--- src/rtl/game_pkg.sv ---
// Shared game constants: sprite size, screen limits, spawn table and the
// player motion state encoding used by collision, motion and render stages.
package game_pkg;

  localparam int PLAYER_W = 16;
  localparam int PLAYER_H = 16;
  localparam int SCREEN_W = 640;
  localparam int SCREEN_H = 480;

  localparam int DEF_SPAWN_X    = 20;
  localparam int DEF_SPAWN_Y_L0 = 344;
  localparam int DEF_SPAWN_Y_L1 = 384;

  typedef enum logic [2:0] {
    SPAWN    = 3'd0,
    GROUNDED = 3'd1,
    AIRBORNE = 3'd2,
    DEAD     = 3'd3,
    GOAL     = 3'd4
  } motion_state_t;

  function automatic logic [9:0] spawn_y(input logic [1:0] level);
    return (level == 2'd0) ? 10'(DEF_SPAWN_Y_L0) : 10'(DEF_SPAWN_Y_L1);
  endfunction

endpackage

--- src/rtl/frame_down_counter.sv ---
// Loadable down-counter advanced by frame ticks; holds at zero.
module frame_down_counter #(
  parameter int unsigned WIDTH = 6
) (
  input  logic             clk,
  input  logic             rst_n,
  input  logic             load,
  input  logic [WIDTH-1:0] load_value,
  input  logic             tick,
  output logic             zero
);

  logic [WIDTH-1:0] count;

  always_ff @(posedge clk or negedge rst_n) begin
    if (!rst_n) begin
      count <= '0;
    end else if (load) begin
      count <= load_value;
    end else if (tick && count != '0) begin
      count <= count - WIDTH'(1);
    end
  end

  assign zero = (count == '0);

endmodule

--- src/rtl/player_motion_ctrl.sv ---
// Per-frame player kinematics: walk, jump, gravity, landing, lava death, goal.
// Optional walk-off jump grace window enabled by `define PLAYER_COYOTE_TIME_EN.
module player_motion_ctrl
  import game_pkg::*;
#(
  parameter int SPAWN_X        = DEF_SPAWN_X,
  parameter int SPAWN_Y_L0     = DEF_SPAWN_Y_L0,
  parameter int SPAWN_Y_L1     = DEF_SPAWN_Y_L1,
  parameter int WALK_SPEED     = 2,
  parameter int JUMP_VEL       = 10,
  parameter int GRAVITY        = 1,
  parameter int MAX_FALL       = 8,
  parameter int RESPAWN_FRAMES = 60,
  parameter int X_MAX          = SCREEN_W - PLAYER_W - 1
) (
  input  logic              clk,
  input  logic              rst_n,
  input  logic              frame_tick,
  input  logic              btn_left,
  input  logic              btn_right,
  input  logic              btn_jump,
  input  logic [1:0]        level,
  input  logic              on_ground,
  input  logic [9:0]        support_y,
  input  logic              hit_ceiling,
  input  logic              hit_left_wall,
  input  logic              hit_right_wall,
  input  logic              at_goal_region,
  input  logic              in_lava,
  output logic [9:0]        player_x,
  output logic [9:0]        player_y,
  output logic signed [5:0] vel_y,
  output logic [2:0]        state,
  output logic              level_done,
  output logic              died,
  output logic [7:0]        death_count
);

  localparam int unsigned CNT_W = (RESPAWN_FRAMES > 2) ? $clog2(RESPAWN_FRAMES) : 1;
  localparam logic signed [10:0] WALK_S = 11'(WALK_SPEED);
  localparam logic signed [10:0] JUMP_S = 11'(JUMP_VEL);
  localparam logic signed [10:0] GRAV_S = 11'(GRAVITY);
  localparam logic signed [10:0] MAXF_S = 11'(MAX_FALL);
  localparam logic signed [10:0] XMAX_S = 11'(X_MAX);
  localparam logic signed [10:0] YMAX_S = 11'(SCREEN_H - PLAYER_H - 1);
  localparam logic signed [10:0] PH_S   = 11'(PLAYER_H);
  localparam logic signed [5:0]  JUMP_V = 6'(-JUMP_VEL);

  motion_state_t     state_q, state_d;
  logic [9:0]        x_q, x_d, y_q, y_d;
  logic signed [5:0] vel_q, vel_d;
  logic [7:0]        deaths_q, deaths_d;
  logic [1:0]        goal_level_q, goal_level_d;
  logic              done_d, died_d, dead_load, dead_zero;
  logic              take_jump, apply_y, coyote_jump;
  logic signed [10:0] x_ext, y_ext, sup_ext, vel_ext, x_calc, y_calc, v_calc;

  assign x_ext   = {1'b0, x_q};
  assign y_ext   = {1'b0, y_q};
  assign sup_ext = {1'b0, support_y};
  assign vel_ext = {{5{vel_q[5]}}, vel_q};

`ifdef PLAYER_COYOTE_TIME_EN
  logic [2:0] coyote_q, coyote_d;
  assign coyote_jump = btn_jump && (coyote_q != '0);

  always_ff @(posedge clk or negedge rst_n) begin
    if (!rst_n) coyote_q <= '0;
    else if (frame_tick) coyote_q <= coyote_d;
  end
`else
  assign coyote_jump = 1'b0;
`endif

  frame_down_counter #(.WIDTH(CNT_W)) u_respawn (
    .clk        (clk),
    .rst_n      (rst_n),
    .load       (frame_tick && dead_load),
    .load_value (CNT_W'(RESPAWN_FRAMES - 1)),
    .tick       (frame_tick && state_q == DEAD),
    .zero       (dead_zero)
  );

  always_comb begin
    state_d      = state_q;
    x_d          = x_q;
    y_d          = y_q;
    vel_d        = vel_q;
    deaths_d     = deaths_q;
    goal_level_d = goal_level_q;
    done_d       = 1'b0;
    died_d       = 1'b0;
    dead_load    = 1'b0;
    take_jump    = 1'b0;
    apply_y      = 1'b0;
    y_calc       = y_ext;
    v_calc       = vel_ext;
    x_calc       = x_ext;
`ifdef PLAYER_COYOTE_TIME_EN
    coyote_d     = coyote_q;
`endif
    if (btn_right && !btn_left && !hit_right_wall)      x_calc = x_ext + WALK_S;
    else if (btn_left && !btn_right && !hit_left_wall)  x_calc = x_ext - WALK_S;

    case (state_q)
      SPAWN: begin
        x_d     = 10'(SPAWN_X);
        y_d     = (level == 2'd0) ? 10'(SPAWN_Y_L0) : 10'(SPAWN_Y_L1);
        vel_d   = '0;
        state_d = AIRBORNE;
`ifdef PLAYER_COYOTE_TIME_EN
        coyote_d = '0;
`endif
      end
      GROUNDED, AIRBORNE: begin
        if (in_lava) begin
          state_d   = DEAD;
          died_d    = 1'b1;
          dead_load = 1'b1;
          vel_d     = '0;
          if (deaths_q != 8'hFF) deaths_d = deaths_q + 8'd1;
        end else if (at_goal_region) begin
          state_d      = GOAL;
          done_d       = 1'b1;
          goal_level_d = level;
        end else begin
          if (x_calc[10])          x_d = '0;
          else if (x_calc > XMAX_S) x_d = XMAX_S[9:0];
          else                      x_d = x_calc[9:0];

          if (state_q == GROUNDED) begin
            if (btn_jump) begin
              take_jump = 1'b1;
            end else if (!on_ground) begin
              state_d = AIRBORNE;
              vel_d   = '0;
`ifdef PLAYER_COYOTE_TIME_EN
              coyote_d = 3'd4;
`endif
            end else begin
              y_calc  = sup_ext - PH_S;
              apply_y = 1'b1;
            end
          end else begin
`ifdef PLAYER_COYOTE_TIME_EN
            if (coyote_q != '0) coyote_d = coyote_q - 3'd1;
`endif
            if (coyote_jump) begin
              take_jump = 1'b1;
            end else if (hit_ceiling && vel_q[5]) begin
              vel_d = '0;
            end else if (on_ground && !vel_q[5]) begin
              y_calc  = sup_ext - PH_S;
              vel_d   = '0;
              apply_y = 1'b1;
              state_d = GROUNDED;
`ifdef PLAYER_COYOTE_TIME_EN
              coyote_d = '0;
`endif
            end else begin
              v_calc = vel_ext + GRAV_S;
              if (v_calc > MAXF_S) v_calc = MAXF_S;
              vel_d   = v_calc[5:0];
              y_calc  = y_ext + v_calc;
              apply_y = 1'b1;
            end
          end
        end
      end
      DEAD:    if (dead_zero) state_d = SPAWN;
      GOAL:    if (level != goal_level_q) state_d = SPAWN;
      default: state_d = SPAWN;
    endcase

    // Jump from either the ground or the grace window shares one path.
    if (take_jump) begin
      vel_d   = JUMP_V;
      y_calc  = y_ext - JUMP_S;
      apply_y = 1'b1;
      state_d = AIRBORNE;
`ifdef PLAYER_COYOTE_TIME_EN
      coyote_d = '0;
`endif
    end

    if (apply_y) begin
      if (y_calc[10]) begin
        y_d   = '0;
        vel_d = '0;
      end else if (y_calc > YMAX_S) begin
        y_d = YMAX_S[9:0];
      end else begin
        y_d = y_calc[9:0];
      end
    end
  end

  always_ff @(posedge clk or negedge rst_n) begin
    if (!rst_n) begin
      state_q      <= SPAWN;
      x_q          <= 10'(SPAWN_X);
      y_q          <= 10'(SPAWN_Y_L0);
      vel_q        <= '0;
      deaths_q     <= '0;
      goal_level_q <= '0;
      level_done   <= 1'b0;
      died         <= 1'b0;
    end else begin
      level_done <= frame_tick & done_d;
      died       <= frame_tick & died_d;
      if (frame_tick) begin
        state_q      <= state_d;
        x_q          <= x_d;
        y_q          <= y_d;
        vel_q        <= vel_d;
        deaths_q     <= deaths_d;
        goal_level_q <= goal_level_d;
      end
    end
  end

  assign player_x    = x_q;
  assign player_y    = y_q;
  assign vel_y       = vel_q;
  assign state       = state_q;
  assign death_count = deaths_q;

endmodule

--- config.mk ---
export PLATFORM = sky130hd
export DESIGN_NAME = player_motion_ctrl
export DESIGN_NICKNAME = d
export VERILOG_FILES = /design/src/rtl/game_pkg.sv /design/src/rtl/frame_down_counter.sv /design/src/rtl/player_motion_ctrl.sv
export SDC_FILE = /design/constraint.sdc
export NUM_CORES = 1
export LEC_CHECK = 0
export ABC_AREA = 1
export BUFFER_PORTS_ARGS = -buffer_cell sky130_fd_sc_hd__buf_2
export CORE_MARGIN = 1
export CORE_UTILIZATION = 53
export CTS_BUF_LIST = sky130_fd_sc_hd__clkbuf_8
export CTS_CLUSTER_DIAMETER = 40
export DETAILED_ROUTE_END_ITERATION = 7
export PLACE_DENSITY = 0.74
export REMOVE_ABC_BUFFERS = 1
export SLEW_MARGIN = 20
export SYNTH_ARGS = -nofsm -noshare
export SYNTH_HDL_FRONTEND = slang
export SYNTH_SLANG_ARGS = --single-unit
--- constraint.sdc ---
create_clock -name clk -period 5.28 [get_ports clk]
set_input_delay 0.528 -clock clk [delete_from_list [all_inputs] [get_ports clk]]
set_output_delay 0.528 -clock clk [all_outputs]
set_load 0.02 [all_outputs]
# == Word level (Yosys, flattened, before mapping) ==
# Index checks and enable logic that the tools add are counted.
# op_classes
n_bitwise,3
n_mux,70
magnitude_cmp,3
addsub,8
n_eq_ne,14
n_reduce_logical,27
# op_table
operator,count
$mux 11,18
$mux 10,8
$mux 6,12
$mux 3,10
$ne 6x6->1 const B,4
$pmux 10 s2,1
$mux 1,18
$pmux 3 s4,1
$pmux 6 s2,1
$reduce_and 4->1,3
$add 10x2->11 const B,1
$add 11x11->11,1
$gt 11x10->1 const B,1
$gt 11x11->1 const B,1
$sub 10x2->11 const B,1
$sub 10x4->11 const B,1
$sub 10x5->11 const B,1
$logic_and 1x1->1,9
$add 8x1->8 const B,1
$mux 8,1
$ne 8x8->1 const B,1
$add 6x2->7 const B,1
$gt 7x5->1 const B,1
$reduce_and 7->1,1
other kinds (17),27
# word_totals
inputBits,24
output_inout_bits,39
reg_bits,47
elab_cells,134

# == Longest topological paths before layout ==
# depth
depth_word,21
ltp_mapped,27
mapped_depth_nobuf,27

# == Modules after synthesis ==
# From an unflattened synthesis, not the netlist that was laid out.
# unflattened
hier_cells,709
area_unflattened_um2,4520.6
# by_module_without_submodules
module,cells_per_inst,area_each_um2,instances,seq_area_each_um2
player_motion_ctrl,654,4095.2,1,1033.5
frame_down_counter,55,425.4,1,150.1

# == Worst setup path before layout ==
# Ideal clock, no wire load.
# synth_timing
kind,register -> register
start,register vel_q[1] (netlist: vel_y[1])
end,register y_q[1] (netlist: player_y[1])
setup_slack_ns,2.216
stages_incl_launch_ff,25
arrival_time_ns,2.947
required_ns,5.163
n_path_buf,0
setup_time_ns,0.117
path_cell_list,dfrtp_1 -> ha_1 -> nand3_1 -> xor2_1 -> nor2_1 -> nand2_1 -> nand2_1 -> nand2_1 -> inv_1 -> ha_1 -> fa_1 -> nand3_1 -> nand2_1 -> nand2_1 -> nand3_1 -> nand3_1 -> nand2_1 -> a21oi_2 -> nor2_2 -> nand2_2 -> nand2_1 -> nand2_2 -> nand2_1 -> nand2_1 -> nand2_1
# synth_between
elab_chain_len,21
# synth_lines
element,line_no,rtl
"start, declared",player_motion_ctrl.sv:51,"logic signed [5:0] vel_q, vel_d;"
"start signal, assigned",player_motion_ctrl.sv:215,vel_q <= vel_d;
$add 6x2->7 *,player_motion_ctrl.sv:161,v_calc = vel_ext + GRAV_S;
$gt 7x5->1,player_motion_ctrl.sv:162,if (v_calc > MAXF_S) v_calc = MAXF_S;
$mux 11 *,player_motion_ctrl.sv:162,
$mux 11 *,player_motion_ctrl.sv:152,end else if (on_ground && !vel_q[5]) begin
$mux 11 *,player_motion_ctrl.sv:150,end else if (hit_ceiling && vel_q[5]) begin
$mux 11 *,player_motion_ctrl.sv:131,if (state_q == GROUNDED) begin
$mux 11 *,player_motion_ctrl.sv:122,end else if (at_goal_region) begin
$mux 11 *,player_motion_ctrl.sv:116,if (in_lava) begin
[5 not listed],n/a,
$mux 11 *,player_motion_ctrl.sv:122,
$mux 11 *,player_motion_ctrl.sv:116,
$mux 11 *,player_motion_ctrl.sv:105,case (state_q)
$mux 11 *,player_motion_ctrl.sv:176,if (take_jump) begin
$gt 11x10->1,player_motion_ctrl.sv:190,end else if (y_calc > YMAX_S) begin
$mux 10,player_motion_ctrl.sv:190,
$mux 10 *,player_motion_ctrl.sv:187,if (y_calc[10]) begin
$mux 10 *,player_motion_ctrl.sv:186,if (apply_y) begin
"end signal, assigned",player_motion_ctrl.sv:202,y_q <= 10'(SPAWN_Y_L0);
"end signal, assigned",player_motion_ctrl.sv:214,y_q <= y_d;
"end, declared",player_motion_ctrl.sv:50,"logic [9:0] x_q, x_d, y_q, y_d;"
# Mark *: on every way between the ends. The rest lies on a longest branch, timed or not. The select of a mux whose other input is x is not followed.
# A chain may end at the register's enable or synchronous reset.

# == Final worst setup path ==
# layout_timing
start,register vel_q[0] (netlist: vel_y[0])
end,register y_q[5] (netlist: player_y[5])
# Same word-level chain as after synthesis.

==> impl_metrics.ini <==
[final_layout]
final_cell_mix = nand2_1, inv_1, nor2_1, nand3_1, buf_2
final_util_pct = 61.16
regArea_mm2 = 0.001184
antenna_cells = 0
nNetsFinal = 821
final_common_cell = nand2_1
fill_cells = 780
syn_to_final_growth_pct = 11.00
drive_gt1_share_pct = 15.68
multiInputGateArea_mm2 = 0.002945

[setup_path]
crit_type = flop to flop
required_ns = 5.56
critPathMaxStageDelay_ns = 0.47
cp_data_arrival_time_ns = 3.78
cpMaxStageDelayCell = dfrtp_1
end_kind = flop
cp_cell_sequence = ha_1 > nand3_1 > o21ai_2 > inv_1 > o21ai_0 > ha_1 > nand2_1 > nand2_1 > nand2_1 > nand2_1 > nand2_1 > nand4_1 > nand2_1 > nand2_1 > nand2_1 > nand2_1 > nand2_1 > nand2_1 > nor2_1 > nand3_1 > nand2_1
critPathLaunchType = flop
cp_top_family = simple AND/OR/NAND/NOR gates
path_common_cell = nand2_1
crit_buf_inv = 1
critPathMaxFanout = 7

[floorplanning]
die_area_mm2 = 0.009004
core-area_mm2 = 0.008299
core.rowCount = 33
io_pins = 63
initial_core_util_pct = 55.10
die_y_um = 94.89
die_w_um = 94.89

[detailed_routing]
wl_um = 12500
drtPass1Iterations = 8
post_drt_wl_per_cell_um = 14.15
drc = 0
vias = 4956
drtIter0Drc = 449
antenna_left = 0
routed_via_density = 5.613

[synthesis]
synth_edf_count = 0
synth_cell_types = 58
yosys-top-cells-area = dfrtp_1, nand2_1, inv_1, nand3_1, nor2_1
synth_area_mm2 = 0.004573
synth.avg_cell_area_um2 = 6.414
synth_flop_cell = dfrtp_1
synthArstFlopShare_pct = 100.0
yosys_warnings = 0
seq_area_frac_synth_pct = 25.88
netlist_instances = 713
synth_top_cell_by_area = dfrtp_1
yosys.area.top_type_share_pct = 22.44
ys_ff_latch = 47

[cts]
cts_setup_buffers = 0
clockRootBuffer = clkbuf_8
clk_latency_ns = 0.32
htree_levels = 2
clockBufferDepth = 2
post_cts_resized = 0
cts_tree = yes
ctsHoldBuffers = 0
path_clk_slew_ns = 0.12
numClockSinks = 47
cts_inserted_buffers = 5

[timing]
max_freq_mhz = 285.2
layout_min_cycle_time_ns = 3.506
drv_slew = 0
rsz0062_at_grt = false
slew_headroom_pct = 46.04
fin_skew_ns = 0.02141
hold_slack_ns = 0.2687
post-route-period-util_pct = 66.40
setup_ws_ns = 1.774
worst_slew_pin_slew_ns = 0.8093
tns_ns = 0
hold_viol_final = 0
setup_viol = 0

[run]
cap_violations = 0

[outcome]
status = finished clean

[power]
swShare_pct = 54.99
powerDensity_mw_per_mm2 = 487.6
intPower_mw = 1.114
power.share.clock_pct = 10.3
seq_power_share_pct = 28.7
cellLeakagePower_nw = 2.701
combPwrFrac_pct = 61.0
peakVddDrop_v = 0.0003590
p_sw_mw = 1.361

[global_routing]
antenna_found_initial = 0
gr-total-overflow = 0
grt_pass1_wl_um = 20780
grt_max_degree = 48
grt_pass1_vias = 4442
grt_util_all_layers_pct = 29.04

[place]
gp_congestion = 0.9768
place_ws_ns = 1.887
dpl.hpwl_um = 9954
portBuffers = 62

[hold_path]
hp-class = input pin to asynchronous set/reset pin
sequential cells by signal (all words and copies together), names as in the netlist:
signal           flops
goal_level_q         2
died                 1
level_done           1
death_count          8
state                3
vel_y                6
player_x            10
u_respawn.count      6
player_y            10
worst paths after layout:
kind                                    start                 end  slack [ns]  depth (start not counted)
min                                     rst_n            vel_y[5]        0.27                          2
min in group clk                     level[1]     goal_level_q[1]        0.47                          3
max in group asynchronous               rst_n            state[1]        4.59                          2
max                                  vel_y[0]         player_y[5]        1.77                         21
max reg2reg                          vel_y[0]         player_y[5]        1.77                         21
min reg2reg                u_respawn.count[5]  u_respawn.count[5]        0.49                          1
kinds of logic (layout without fill, tap and decap cells):
family          count (synthesis)  after routing  share of synthesized area (%)
compound gates                110            110                          14.83
fa+ha+maj                      20             20                          5.636
flops                          47             47                          25.88
simple gates                  404            404                          40.11
buf+inv                       112            177                          9.713
xor+xnor                       20             20                          3.830
synth_stat cells, types with 10 or more instances:
cell,number
a21oi_1,34
nand2_1,204
nand3_1,62
inv_1,96
nor2_1,82
inv_2,10
ha_1,19
dfrtp_1,41
xor2_1,14
o21ai_0,39
nand4_1,14
metrics by stage:
stage	cells	area (µm²)	power, mW
floorplan	707	4527	1.779
global placement	875	4976	2.168
detailed placement	875	4976	2.195
CTS	883	5076	2.455
global route	883	5076	2.693
finish	883	5076	2.475
cell type report:
class	instances	share of cell area (%)
clock inverter	3	0.6162
multi-input combinational	554	58.02
timing repair buffer	63	6.261
clock buffer	5	1.356
tap	105	2.588
sequential	47	23.32
inverter	106	7.838
layer usage:
metal  GRT usage (%)  part of all wire [%]  vias to the layer above
met2           44.72                    44                      225
met4           6.944                   1.4                        0
met3           3.462                   9.7                       20
li1                -                     -                     2465
met1           42.96                    45                     2246
met5               0                     0                        -
power groups by stage:
stage / clock, mW / combinational, mW / sequential (mW)
floorplan: 0 / 0.989 / 0.790
global placement: 0 / 1.46 / 0.708
detailed placement: 0 / 1.48 / 0.711
CTS: 0.258 / 1.49 / 0.705
global route: 0.269 / 1.69 / 0.734
finish: 0.255 / 1.51 / 0.711
No activity file was read; power rests on OpenSTA's default activity.
